===== src/rtl/log_seq_pkg.sv =====
// Shared types and constants for the log-unit sequencer.
package log_seq_pkg;

    typedef enum logic [1:0] {
        ST_IDLE  = 2'd0,
        ST_RUN   = 2'd1,
        ST_DRAIN = 2'd2,
        ST_DONE  = 2'd3
    } state_e;

    localparam int unsigned LOG_LAT_DEFAULT = 4;
    localparam logic [31:0] FLOOR_IN        = 32'h0080_0000;

    localparam int unsigned SIGN_BIT = 31;
    localparam int unsigned EXP_MSB  = 30;
    localparam int unsigned EXP_LSB  = 23;

    // Negative values and zero/denormal exponents are outside the log domain.
    function automatic logic needs_floor(input logic [31:0] x);
        return x[SIGN_BIT] || (x[EXP_MSB:EXP_LSB] == '0);
    endfunction

endpackage


===== src/rtl/log_seq_pipe.sv =====
// Valid + bin-address delay line tracking reads through the sanitise and log stages.
module log_seq_pipe #(
    parameter int unsigned DEPTH      = 6,
    parameter int unsigned ADDR_WIDTH = 6
) (
    input  logic                  clk,
    input  logic                  rst,
    input  logic                  valid_i,
    input  logic [ADDR_WIDTH-1:0] addr_i,
    output logic                  head_valid_o,
    output logic                  pending_o,
    output logic                  valid_o,
    output logic [ADDR_WIDTH-1:0] addr_o
);

    logic [DEPTH-1:0]      valid_q;
    logic [ADDR_WIDTH-1:0] addr_q [DEPTH];

    always_ff @(posedge clk) begin
        if (rst) begin
            valid_q <= '0;
            for (int i = 0; i < DEPTH; i++) addr_q[i] <= '0;
        end else begin
            valid_q   <= {valid_q[DEPTH-2:0], valid_i};
            addr_q[0] <= addr_i;
            for (int i = 1; i < DEPTH; i++) addr_q[i] <= addr_q[i-1];
        end
    end

    // Entries other than the output stage still have a write ahead of them.
    assign pending_o    = |valid_q[DEPTH-2:0];
    assign head_valid_o = valid_q[0];
    assign valid_o      = valid_q[DEPTH-1];
    assign addr_o       = addr_q[DEPTH-1];

endmodule


===== src/rtl/log_seq_ctrl.sv =====
// Streams mel energies through the fixed-latency log unit into the log-energy buffer.
module log_seq_ctrl
    import log_seq_pkg::*;
#(
    parameter int unsigned DATA_WIDTH = 32,
    parameter int unsigned ADDR_WIDTH = 6,
    parameter int unsigned LOG_LAT    = LOG_LAT_DEFAULT
) (
    input  logic                  clk,
    input  logic                  rst,
    input  logic                  start,
    input  logic [ADDR_WIDTH:0]   n_bins,
    output logic                  busy,
    output logic                  done,
    output logic                  in_rd_en,
    output logic [ADDR_WIDTH-1:0] in_rd_addr,
    input  logic [DATA_WIDTH-1:0] in_rd_data,
    output logic                  log_ena,
    output logic [DATA_WIDTH-1:0] log_data_in,
    input  logic [DATA_WIDTH-1:0] log_data_out,
    output logic                  out_wr_en,
    output logic [ADDR_WIDTH-1:0] out_wr_addr,
    output logic [DATA_WIDTH-1:0] out_wr_data,
    output logic [ADDR_WIDTH:0]   sat_cnt
);

    localparam int unsigned CNT_W    = ADDR_WIDTH + 1;
    localparam int unsigned DEPTH    = 2 + LOG_LAT;
    localparam logic [CNT_W-1:0] MAX_BINS = CNT_W'(1 << ADDR_WIDTH);

    state_e                state_q, state_d;
    logic [CNT_W-1:0]      n_q, n_d;
    logic [CNT_W-1:0]      rd_cnt_q, rd_cnt_d;
    logic [CNT_W-1:0]      sat_q, sat_d;
    logic                  rd_en_q, rd_en_d;
    logic [ADDR_WIDTH-1:0] rd_addr_q, rd_addr_d;
    logic [DATA_WIDTH-1:0] ldi_q, ldi_d;
    logic                  busy_q, busy_d;
    logic                  done_q, done_d;
    logic                  ena_q, ena_d;
    logic                  head_valid, pending;

    log_seq_pipe #(
        .DEPTH      (DEPTH),
        .ADDR_WIDTH (ADDR_WIDTH)
    ) u_pipe (
        .clk          (clk),
        .rst          (rst),
        .valid_i      (rd_en_q),
        .addr_i       (rd_addr_q),
        .head_valid_o (head_valid),
        .pending_o    (pending),
        .valid_o      (out_wr_en),
        .addr_o       (out_wr_addr)
    );

    always_ff @(posedge clk) begin
        if (rst) begin
            state_q   <= ST_IDLE;
            n_q       <= '0;
            rd_cnt_q  <= '0;
            sat_q     <= '0;
            rd_en_q   <= 1'b0;
            rd_addr_q <= '0;
            ldi_q     <= '0;
            busy_q    <= 1'b0;
            done_q    <= 1'b0;
            ena_q     <= 1'b0;
        end else begin
            state_q   <= state_d;
            n_q       <= n_d;
            rd_cnt_q  <= rd_cnt_d;
            sat_q     <= sat_d;
            rd_en_q   <= rd_en_d;
            rd_addr_q <= rd_addr_d;
            ldi_q     <= ldi_d;
            busy_q    <= busy_d;
            done_q    <= done_d;
            ena_q     <= ena_d;
        end
    end

    always_comb begin
        state_d   = state_q;
        n_d       = n_q;
        rd_cnt_d  = rd_cnt_q;
        sat_d     = sat_q;
        rd_en_d   = 1'b0;
        rd_addr_d = rd_addr_q;
        ldi_d     = ldi_q;

        unique case (state_q)
            ST_IDLE: begin
                if (start) begin
                    n_d      = (n_bins > MAX_BINS) ? MAX_BINS : n_bins;
                    rd_cnt_d = '0;
                    sat_d    = '0;
                    if (n_bins == '0) begin
                        state_d = ST_DONE;
                    end else begin
                        // Read 0 issues straight out of the accepting edge.
                        state_d   = ST_RUN;
                        rd_en_d   = 1'b1;
                        rd_addr_d = '0;
                        rd_cnt_d  = CNT_W'(1);
                    end
                end
            end
            ST_RUN: begin
                if (rd_cnt_q == n_q) begin
                    state_d = ST_DRAIN;
                end else begin
                    rd_en_d   = 1'b1;
                    rd_addr_d = rd_cnt_q[ADDR_WIDTH-1:0];
                    rd_cnt_d  = rd_cnt_q + CNT_W'(1);
                end
            end
            ST_DRAIN: begin
                if (!pending) state_d = ST_DONE;
            end
            ST_DONE: begin
                state_d = ST_IDLE;
            end
            default: state_d = ST_IDLE;
        endcase

        // Sanitise the read data returning this cycle.
        if (head_valid) begin
            if (needs_floor(32'(in_rd_data))) begin
                ldi_d = DATA_WIDTH'(FLOOR_IN);
                sat_d = sat_q + CNT_W'(1);
            end else begin
                ldi_d = in_rd_data;
            end
        end

        busy_d = (state_d != ST_IDLE);
        done_d = (state_d == ST_DONE);
        ena_d  = (state_d == ST_RUN) || (state_d == ST_DRAIN);
    end

    assign busy        = busy_q;
    assign done        = done_q;
    assign in_rd_en    = rd_en_q;
    assign in_rd_addr  = rd_addr_q;
    assign log_ena     = ena_q;
    assign log_data_in = ldi_q;
    assign sat_cnt     = sat_q;
    assign out_wr_data = out_wr_en ? log_data_out : '0;

endmodule


===== config.mk =====
export PLATFORM = sky130hd
export DESIGN_NAME = log_seq_ctrl
export DESIGN_NICKNAME = d
export VERILOG_FILES = /design/src/rtl/log_seq_pkg.sv /design/src/rtl/log_seq_pipe.sv /design/src/rtl/log_seq_ctrl.sv
export SDC_FILE = /design/constraint.sdc
export NUM_CORES = 1
export LEC_CHECK = 0
export CORE_MARGIN = 10
export CORE_UTILIZATION = 60
export CTS_BUF_LIST = sky130_fd_sc_hd__clkbuf_16
export DETAILED_ROUTE_END_ITERATION = 10
export DONT_BUFFER_PORTS = 1
export PLACE_DENSITY = 0.87
export SETUP_SLACK_MARGIN = 0.15
export SLEW_MARGIN = 15
export SYNTH_ARGS = -nofsm -noshare
export SYNTH_HDL_FRONTEND = slang
export SYNTH_HIERARCHICAL = 1
export SYNTH_SLANG_ARGS = --single-unit

===== constraint.sdc =====
create_clock -name clk -period 3.15 [get_ports clk]
set_clock_uncertainty 0.2 [all_clocks]
set_input_delay 0.63 -clock clk [delete_from_list [all_inputs] [get_ports clk]]
set_output_delay 0.63 -clock clk [all_outputs]
set_load 0.005 [all_outputs]

After elaboration in Yosys (flattened, before gate mapping)
Memory sizes are Yosys's and may differ from the RTL's.
Cells that the tools add are included.
{"block": "totals", "regBits": 71, "ram_bits": 36, "in_bits": 74, "output_inout_bits": 88, "word_cells": 75, "n_memories": 1}
{"name": "u_pipe.addr_q", "words": 6, "width": 6, "read_ports": 6, "rd_ports_with_merged_regs": 0, "write_ports": 6, "line": "log_seq_pipe.sv:17", "source": "logic [ADDR_WIDTH-1:0] addr_q [DEPTH];"}
{"block": "classes", "n_addsub": 2, "n_lt_le_gt_ge": 1, "n_eq_ne": 10, "n_mux": 33, "bitwise": 6, "reduce_logical": 11}
{"cell": "32-bit two-way mux", "n": 2}
{"cell": "6-bit two-way mux", "n": 9}
{"cell": "7-bit two-way mux", "n": 7}
{"cell": "7-bit by 1-bit adder with 7-bit output, second input constant", "n": 2}
{"cell": "7-bit case mux with 2 select lines", "n": 1}
{"cell": "6-bit case mux with 2 select lines", "n": 1}
{"cell": "2-bit == test, second input constant", "n": 4}
{"cell": "8-bit zero test", "n": 1}
{"cell": "2-bit two-way mux", "n": 4}
{"cell": "2-bit case mux with 4 select lines", "n": 1}
{"cell": "7-bit == test", "n": 1}
{"cell": "7-bit greater-than comparator, second input constant", "n": 1}
{"cell": "7-bit zero test", "n": 1}
{"cell": "1-bit two-way mux", "n": 7}
{"cell": "2-bit != test, second input constant", "n": 3}
{"cell": "1-bit OR", "n": 6}
{"cell": "5-bit OR reduction", "n": 1}
{"cell": "2-bit by 1-bit == test with 1-bit output, second input constant", "n": 2}
{"cell": "4-bit AND reduction", "n": 1}
{"cell": "2-bit nonzero test", "n": 2}
{"cell": "3-bit AND reduction", "n": 1}
{"cell": "2-bit zero test", "n": 1}
{"cell": "1-bit logical OR", "n": 2}
{"cell": "1-bit case mux with 2 select lines", "n": 1}
{"cell": "2-bit AND reduction", "n": 1}

Depth between registers and ports, before layout
Gate-level depths: netlist (run 1).
{"block": "logic_depth", "ltp_word": 6, "ltp_mapped": 7, "ltp_nobuf": 6}

By module
Netlist (run 1), hierarchy kept.
{"mod": "log_seq_ctrl", "n_inst": 1, "cells_per_inst": 335, "area_each_um2": 3080.5}
{"mod": "log_seq_pipe", "n_inst": 1, "cells_per_inst": 97, "area_each_um2": 1181.1}

Worst setup path before layout (run 1)
Ideal clock, no wire load.
{"block": "synth_path", "path_type": "input-to-reg", "start": "input n_bins[2]", "end": "register ena_q, in the netlist log_ena", "setup_ns": 0.127, "arrival_time_ns": 1.982, "setup_slack_ns": 0.841, "cell_stages": 6, "n_path_buf": 0, "cell_sequence": "nor4_1 -> a31oi_1 -> o32ai_2 -> inv_1 -> ha_1 -> nor2b_1"}
{"block": "synth_via", "elab_chain_len": 6, "word_cells_on_any_way": 7, "cone_classes": "eq/ne: 2; mux: 3; reduce/logical: 2"}
{"item": "start, declared", "line": "log_seq_ctrl.sv:12", "source": "input logic [ADDR_WIDTH:0] n_bins,"}
{"item": "7-bit zero test *", "line": "log_seq_ctrl.sv:98", "source": "if (n_bins == '0) begin"}
{"item": "2-bit two-way mux *", "line": "log_seq_ctrl.sv:98"}
{"item": "2-bit two-way mux *", "line": "log_seq_ctrl.sv:94", "source": "if (start) begin"}
{"item": "2-bit case mux with 4 select lines *", "line": "log_seq_ctrl.sv:92", "source": "unique case (state_q)"}
{"item": "named net state_d[1]", "line": "log_seq_ctrl.sv:31", "source": "state_e state_q, state_d;"}
{"item": "2-bit by 1-bit == test with 1-bit output or 2-bit == test (tied branches)", "line": "log_seq_ctrl.sv:139", "source": "ena_d = (state_d == ST_RUN) || (state_d == ST_DRAIN);"}
{"item": "1-bit logical OR *", "line": "log_seq_ctrl.sv:139"}
{"item": "named net ena_d", "line": "log_seq_ctrl.sv:40", "source": "logic ena_q, ena_d;"}
{"item": "end signal, assigned", "line": "log_seq_ctrl.sv:79", "source": "ena_q <= ena_d;"}
{"item": "end, declared", "line": "log_seq_ctrl.sv:40"}
The timed path passes the listed nets; every way through them passes the cells marked *.
A chain may end at the register's enable or synchronous reset.

Final worst setup path (run 1)
{"block": "layout_path", "start": "register state_q[0]", "end": "register ena_q, in the netlist log_ena"}
{"block": "layout_via", "elab_chain_len": 4, "word_cells_on_any_way": 11, "cone_classes": "eq/ne: 5; mux: 4; reduce/logical: 2"}
{"item": "start, declared", "line": "log_seq_ctrl.sv:31"}
{"item": "start signal, assigned", "line": "log_seq_ctrl.sv:70", "source": "state_q <= state_d;"}
{"item": "2-bit == test (tied with other cells)", "line": "log_seq_ctrl.sv:92"}
{"item": "2-bit case mux with 4 select lines *", "line": "log_seq_ctrl.sv:92"}
{"item": "2-bit by 1-bit == test with 1-bit output or 2-bit == test (tied branches)", "line": "log_seq_ctrl.sv:139"}
{"item": "1-bit logical OR *", "line": "log_seq_ctrl.sv:139"}
{"item": "named net ena_d", "line": "log_seq_ctrl.sv:40"}
Marks and branches as above.

==> results by group, run 1 <==
Status
  – Outcome: finished, final reports clean

Cells and area
  – Antenna Cells: 0
  – Nets: 493
  – Non-Filler Instances: 516
  – Multi-input gate area: 0.00195 mm2
  – P&R area growth vs syn: 6.75%
  – Fill cells: 555
  – Storage element area: 0.00214 mm2
  – Fraction of final layout cells sized beyond drive strength 1: 9.05%

Clock network
  – Hold-fix buffers, CTS: 0
  – Clk sinks: 107
  – Clk_lat worst skew: 340 ps
  – CTS-repair resized insts: 0
  – Setup bufs post-CTS: 0
  – CTS tree: done
  – CTS max path bufs: 2
  – CTS Buf Count: 9
  – Clock root cell: clkbuf_16
  – Worst-path clk slew: 70 ps
  – H-tree depth: 3

Die
  – Placeable Area: 0.00683 mm2
  – Initial Util: 62.4%
  – Die area: 0.0109 mm2
  – IO Pins: 162
  – Row count: 30
  – Die Ht: 104 um
  – Die width: 104 um

Route
  – Routed via count: 2,954
  – DR pass1 iterations: 4
  – Wirelength, routed: 10,000 um
  – Vias per inst: 5.72
  – Initial drt markers: 122
  – DRC viols: 0
  – Antenna Nets Post-Route: 0
  – Avg WL per Cell: 19.4 um

STA
  – Period minus WS final: 2290 ps
  – Final Hold Vio Count: 0
  – Setup Viol. Count Final: 0
  – RSZ-0062 raised after global routing: false
  – Slew headroom: 55.2%
  – Slew Viols, Final: 0
  – Upper clock frequency limit: 0.436 GHz
  – Setup TNS: 0 ps
  – Worst-Margin Slew: 672 ps
  – Final Cycle Share: 72.9%

Worst setup path
  – Most used cell, CP: nor2b_1
  – Worst Reg-to-Reg Cells: 5
  – Arr. time, crit path: 2340 ps
  – CP max FO: 15
  – Critical Path Slowest Stage Cell: or3b_2
  – CP delay by family, top: simple AND/OR/NAND/NOR gates
  – Largest stage delay on the critical path: 680 ps
  – Critical Path RT: 3190 ps
  – Crit path launch type: flip-flop
  – Crit-path cells: or3b_2 -> a22oi_2 -> nor2b_1 -> ha_1 -> nor2b_1
  – Critical path depth: 5
  – Kind of critical path: flip-flop to flip-flop
  – Buffers and inverters on the worst path: 0
  – CP Capture Type: flip-flop

GRT
  – Largest net degree at the start of global routing: 91
  – Vias in the first global route: 2,833
  – Antenna violations before repair: 1
  – First-pass GRT wire length: 15,900 um
  – Total gr overflow: 0
  – GRT Overall Usage: 17.9%

Placed design
  – Cell total after placement: 500
  – GP Congestion: 0.833
  – DP HPWL: 7700 um
  – Port bufs: 0

Run
  – Max Cap Violations: 0

Yosys
  – Number of synthesized flops with an enable pin: 0
  – Synth Cell Area: 0.00426 mm2
  – Syn Nets: 510
  – Yosys warning count: 6
  – Cells after Synth: 432
  – Sequential area share after synthesis: 50.3%
  – Top post-synthesis cells by count: 107 x dfxtp_1, 51 x nor2b_1, 38 x nor2_1, 32 x and2_1, 32 x mux2i_1
  – Leading area contributor after synthesis: dfxtp_1
  – Cell variety after synth: 46
  – Area share of the largest cell type after synthesis: 50.3%
  – Count leader, synth: dfxtp_1
  – Async S/R FF share, synth: 0%
  – Top post-synthesis cells by area: dfxtp_1 50%, mux2i_1 7.5%, nor2b_1 7.5%
  – Synth Register Bits: 107
  – Syn_area_per_cell: 9.86 um2
  – Post-synth top flop: dfxtp_1

Power and ir drop
  – Max IR drop VDD: 0.375 mV
  – Total power per unit cell area: 651 mW/mm2
  – Leak: 1.65 nW

Worst hold path
  – Min-delay worst type: input port to flip-flop
  – Hold Path Stages: 1
==> routing by layer <==
metal	part of all wire, %	vias to the layer above	GRT usage [%]	routed length, um
met3	8.0	23	6.57	799
met2	54	140	32.9	5440
li1	-	1437	-	-
met4	2.1	0	6.76	209
met5	0	-	0	0
met1	36	1354	17.8	3590
==> where the power goes <==
group	total [mW]	switching [mW]	internal, mW
registers	1.50	0.0723	1.43
clock network	1.08	0.518	0.557
logic	0.389	0.236	0.154
total	2.96	0.826	2.14
==> flip-flops by register name (all words and copies together) (netlist names) <==
register / flops
u_pipe/addr_q: 36
rd_cnt_q: 7
log_ena: 1
u_pipe/valid_q: 6
log_data_in: 32
busy: 1
in_rd_en: 1
in_rd_addr: 6
state_q: 2
n_q: 7
done: 1
sat_cnt: 7
==> area by class of cell <==
class | count | area share [%]
timing repair buffer | 4 | 0.660
clock buffer | 9 | 4.95
inverter | 4 | 0.330
multi-input combinational | 289 | 42.9
sequential | 107 | 47.1
tap | 96 | 2.64
clock inverter | 7 | 1.43
==> final timing paths <==
check / endpoint / slack, ps / start
worst max-delay path: log_ena / 860 / state_q[0]
worst min-delay path: u_pipe/addr_q[0][7] / 170 / rst
worst max register to register: log_ena / 860 / state_q[0]
worst min register to register: u_pipe/addr_q[0][29] / 230 / u_pipe/addr_q[0][23]
==> worst register-to-register path, delay by kind of cell (launching register included) <==
family	cells	cell delay, ps
compound gates	1	430
flops	1	370
fa+ha+maj	1	300
simple gates	3	900
==> cells by family (layout without fill, tap and decap cells) <==
kind of cell	Yosys count	count (layout)	share of synthesized area, %
AOI/OAI and AO/OA	47	47	8.40
adders and majority gates	4	4	1.17
xor gates and xnor gates	7	7	1.44
buffers and inverters	36	24	3.96
and+or+nand+nor	194	194	25.9
muxes	37	37	8.84
DFF	107	107	50.3
==> layout by cell type, fill, tap and decap left out, types with 5 or more instances in the layout <==
cell type and n:
nor3b_1 7, nand2_1 15, a21oi_1 11, and2_1 32, or4_1 7, a211oi_1 7
nand3_1 9, nand3b_1 7, nor4_1 6, o221ai_1 5, nor2b_1 51, clkbuf_16 9
dfxtp_1 106, nand2b_1 6, nor2_1 38, mux2i_1 32, mux2_2 5
==> per-stage QoR <==
step                utilization (%)  worst slack (ps)  hold slack [ps]  cell area [um2]  power, mW
floorplan                         -               841              214             4260       1.84
global placement               62.3               677              217             4260       1.90
detailed placement             62.3               629              220             4260       1.92
CTS                            66.6               847              147             4550       2.99
global route                   66.6               759              136             4550       3.09
finish                         66.6               855              168             4550       2.96
(Power assumes the default switching activity.)
==> run 2, diff against run 1 <==
clock period = 2.15 ns   (was 3.15 ns; I/O delays follow)
==> run 2 against run 1 <==
Compared with the run above:
- the run now ends with hold timing left
- via count up 9.4%
- combinational power is 90% higher
- total power grew 49%
- flip-flop and latch count is the same
- non-clock buffer count grew 62
- count of clock-buffer cells in the layout stayed put
- clock power increased by 36%
- sequential share of layout area shrank 5.6 points
- critical path depth increased by 1
- first-iteration DRC count grew 22%
- register-to-register slack got worse by 720 ps
- critical path type unchanged
==> results by group, run 2 (same netlist as run 1, synthesis figures left out) <==
Status
  – Outcome: finished with violations
  – Failing checks: hold timing

GRT
  – Total gr overflow: 0 (unchanged)
  – Largest net degree at the start of global routing: 91 (unchanged)
  – First-pass GRT wire length: 17,500 um (+10%)
  – GRT Overall Usage: 19.9% (+2.0 points)
  – Antenna violations before repair: 0 (-1)
  – Vias in the first global route: 3,182 (+12%)

Clock network
  – Worst-path clk slew: 70 ps (about the same)
  – Hold-fix buffers, CTS: 50 (+50)
  – CTS Buf Count: 9 (unchanged)
  – Clock root cell: clkbuf_16
  – H-tree depth: 3 (unchanged)
  – CTS tree: done
  – CTS max path bufs: 2 (unchanged)
  – Clk_lat worst skew: 350 ps (about the same)
  – Clk sinks: 107 (unchanged)

Route
  – Initial drt markers: 149 (+22%)
  – DRC viols: 0 (unchanged)
  – Wirelength, routed: 11,200 um (+12%)
  – DR pass1 iterations: 4 (unchanged)
  – Antenna Nets Post-Route: 0 (unchanged)
  – Routed via count: 3,233 (+9.4%)
  – Avg WL per Cell: 19.4 um (-0.26%)
  – Vias per inst: 5.60 (-2.1%)

Cells and area
  – Finished Core Util: 75.9% (+9.3 points)
  – Most frequent cells in the layout: 98 x dfxtp_1, 51 x nor2b_1, 50 x dlygate4sd3_1
  – Fraction of final layout cells sized beyond drive strength 1: 12.1% (+3.0 points)
  – Antenna Cells: 0 (unchanged)
  – Commonest non-fill, non-tap cell in the layout: dfxtp_1
  – Non-Filler Instances: 577 (+12%)
  – Max reg flops: 36 (unchanged)
  – Reg with most FFs: u_pipe/addr_q
  – P&R area growth vs syn: 21.7%
  – Nets: 555 (+13%)

STA
  – Final Hold Vio Count: 6 (+6)
  – Upper clock frequency limit: 0.495 GHz (+14%)
  – Hold_ws: -14.7 ps (-183 ps)
  – Slew Viols, Final: 0 (unchanged)
  – Worst-Margin Slew: 545 ps (-127 ps)
  – Final Cycle Share: 93.9% (+21 points)
  – RSZ-0062 raised after global routing: true
  – Period minus WS final: 2020 ps (-276 ps)
  – Slew headroom: 63.6% (+8.5 points)
  – Setup TNS: 0 ps (unchanged)
  – Setup Viol. Count Final: 0 (unchanged)

Die
  – Initial Util: 62.4% (unchanged)
  – Die Ht: 104 um (unchanged)
  – Placeable Area: 0.00683 mm2 (unchanged)
  – Die area: 0.0109 mm2 (unchanged)
  – Die width: 104 um (unchanged)
  – IO Pins: 162 (unchanged)
  – Row count: 30 (unchanged)

Placed design
  – GP Congestion: 0.899 (+8.0%)
  – Cell total after placement: 510 (+2.0%)
  – Port bufs: 0 (unchanged)
  – DP HPWL: 7730 um (+0.37%)

Worst setup path
  – CP max FO: 5 (-10)
  – Crit path launch type: flip-flop
  – CP Capture Type: flip-flop
  – Arr. time, crit path: 2050 ps (-290 ps)
  – Kind of critical path: flip-flop to flip-flop
  – Critical Path RT: 2180 ps (-1010 ps)

Power and ir drop
  – Total power per unit cell area: 850 mW/mm2 (+31%)
  – Sw power: 1.20 mW (+45%)
  – Tot Pwr: 4.41 mW (+49%)
  – Seq pwr share: 50.0% (-0.6 points)
  – Max IR drop VDD: 0.582 mV (+55%)
  – Internal power: 3.21 mW (+50%)
  – Net Sw Frac: 27.3% (-0.64 points)
  – Comb pwr share: 16.7% (+3.6 points)
  – Leak: 2.06 nW (+25%)
  – Clock share of power: 33.2% (-3.1 points)

Worst hold path
  – Min-delay worst type: input port to flip-flop

Run
  – Max Cap Violations: 0 (unchanged)
run 2: changes by cell type in the layout (fill, tap and decap cells not counted), moves of 2 or more:
cell / previous run / this run
buf_12: 0 / 2
buf_4: 4 / 13
dfxtp_1: 106 / 98
dfxtp_2: 1 / 9
dlygate4sd3_1: 0 / 50
inv_1: 4 / 6
inv_8: 3 / 0
run 2: power by group through the flow:
stage | logic [mW] | registers (mW) | clock network (mW)
after CTS | 0.705 | 2.20 | 1.49
final | 0.738 | 2.21 | 1.47
after global placement | 0.626 | 2.24 | 0
after detailed placement | 0.648 | 2.24 | 0
after floorplan | 0.531 | 2.20 | 0
after global routing | 0.804 | 2.22 | 1.58
run 2: worst paths after layout:
kind                            slack, ps  startpoint  depth (start not counted)      end
worst max-delay path                  130      n_q[5]                          6  log_ena
worst max register to register        130      n_q[5]                          6  log_ena
worst min-delay path                  -10         rst                          1   n_q[6]
worst min register to register        280      n_q[6]                          2   n_q[6]
run 2: critical path, stage by stage, from the launching register on:
cell	delay [ps]
dfxtp_1	330
xor2_1	190
or3_4	450
o32ai_4	250
inv_1	80
ha_1	290
nor2b_1	130
run 2: timing repair:
item / CTS / global route
cloned: 0 / 0
endpoints found under the setup margin: 19 / 10
pin swaps: 2 / 2
gates resized for setup: 3 / 8
hold endpoints to repair: 64 / 14
buffers inserted: 1 / 1
run 2: layout make-up:
cell class | instances | area (um2)
multi-input combinational | 289 | 1990
fill | 458 | 1640
timing repair buffer | 66 | 649
sequential | 107 | 2150
tap | 96 | 120
clock inverter | 6 | 36.3
inverter | 4 | 15.0
clock buffer | 9 | 225
run 2: metrics by stage:
step | setup WS [ps] | area [um2]
2_1_floorplan | 159 | 4300
3_3_place_gp | 82.3 | 4370
3_5_place_dp | 36.2 | 4370
4_1_cts | 152 | 5160
5_1_grt | 62.4 | 5190
6_report | 131 | 5190
run 2: routing by layer:
layer / global-route usage [%] / up-vias / routed length (um) / part of all wire (%)
li1: - / 1559 / - / -
met1: 18.9 / 1517 / 3850 / 34
met2: 38.0 / 137 / 6200 / 55
met3: 6.44 / 20 / 942 / 8.4
met4: 8.15 / 0 / 200 / 1.8
met5: 0 / - / 0 / 0
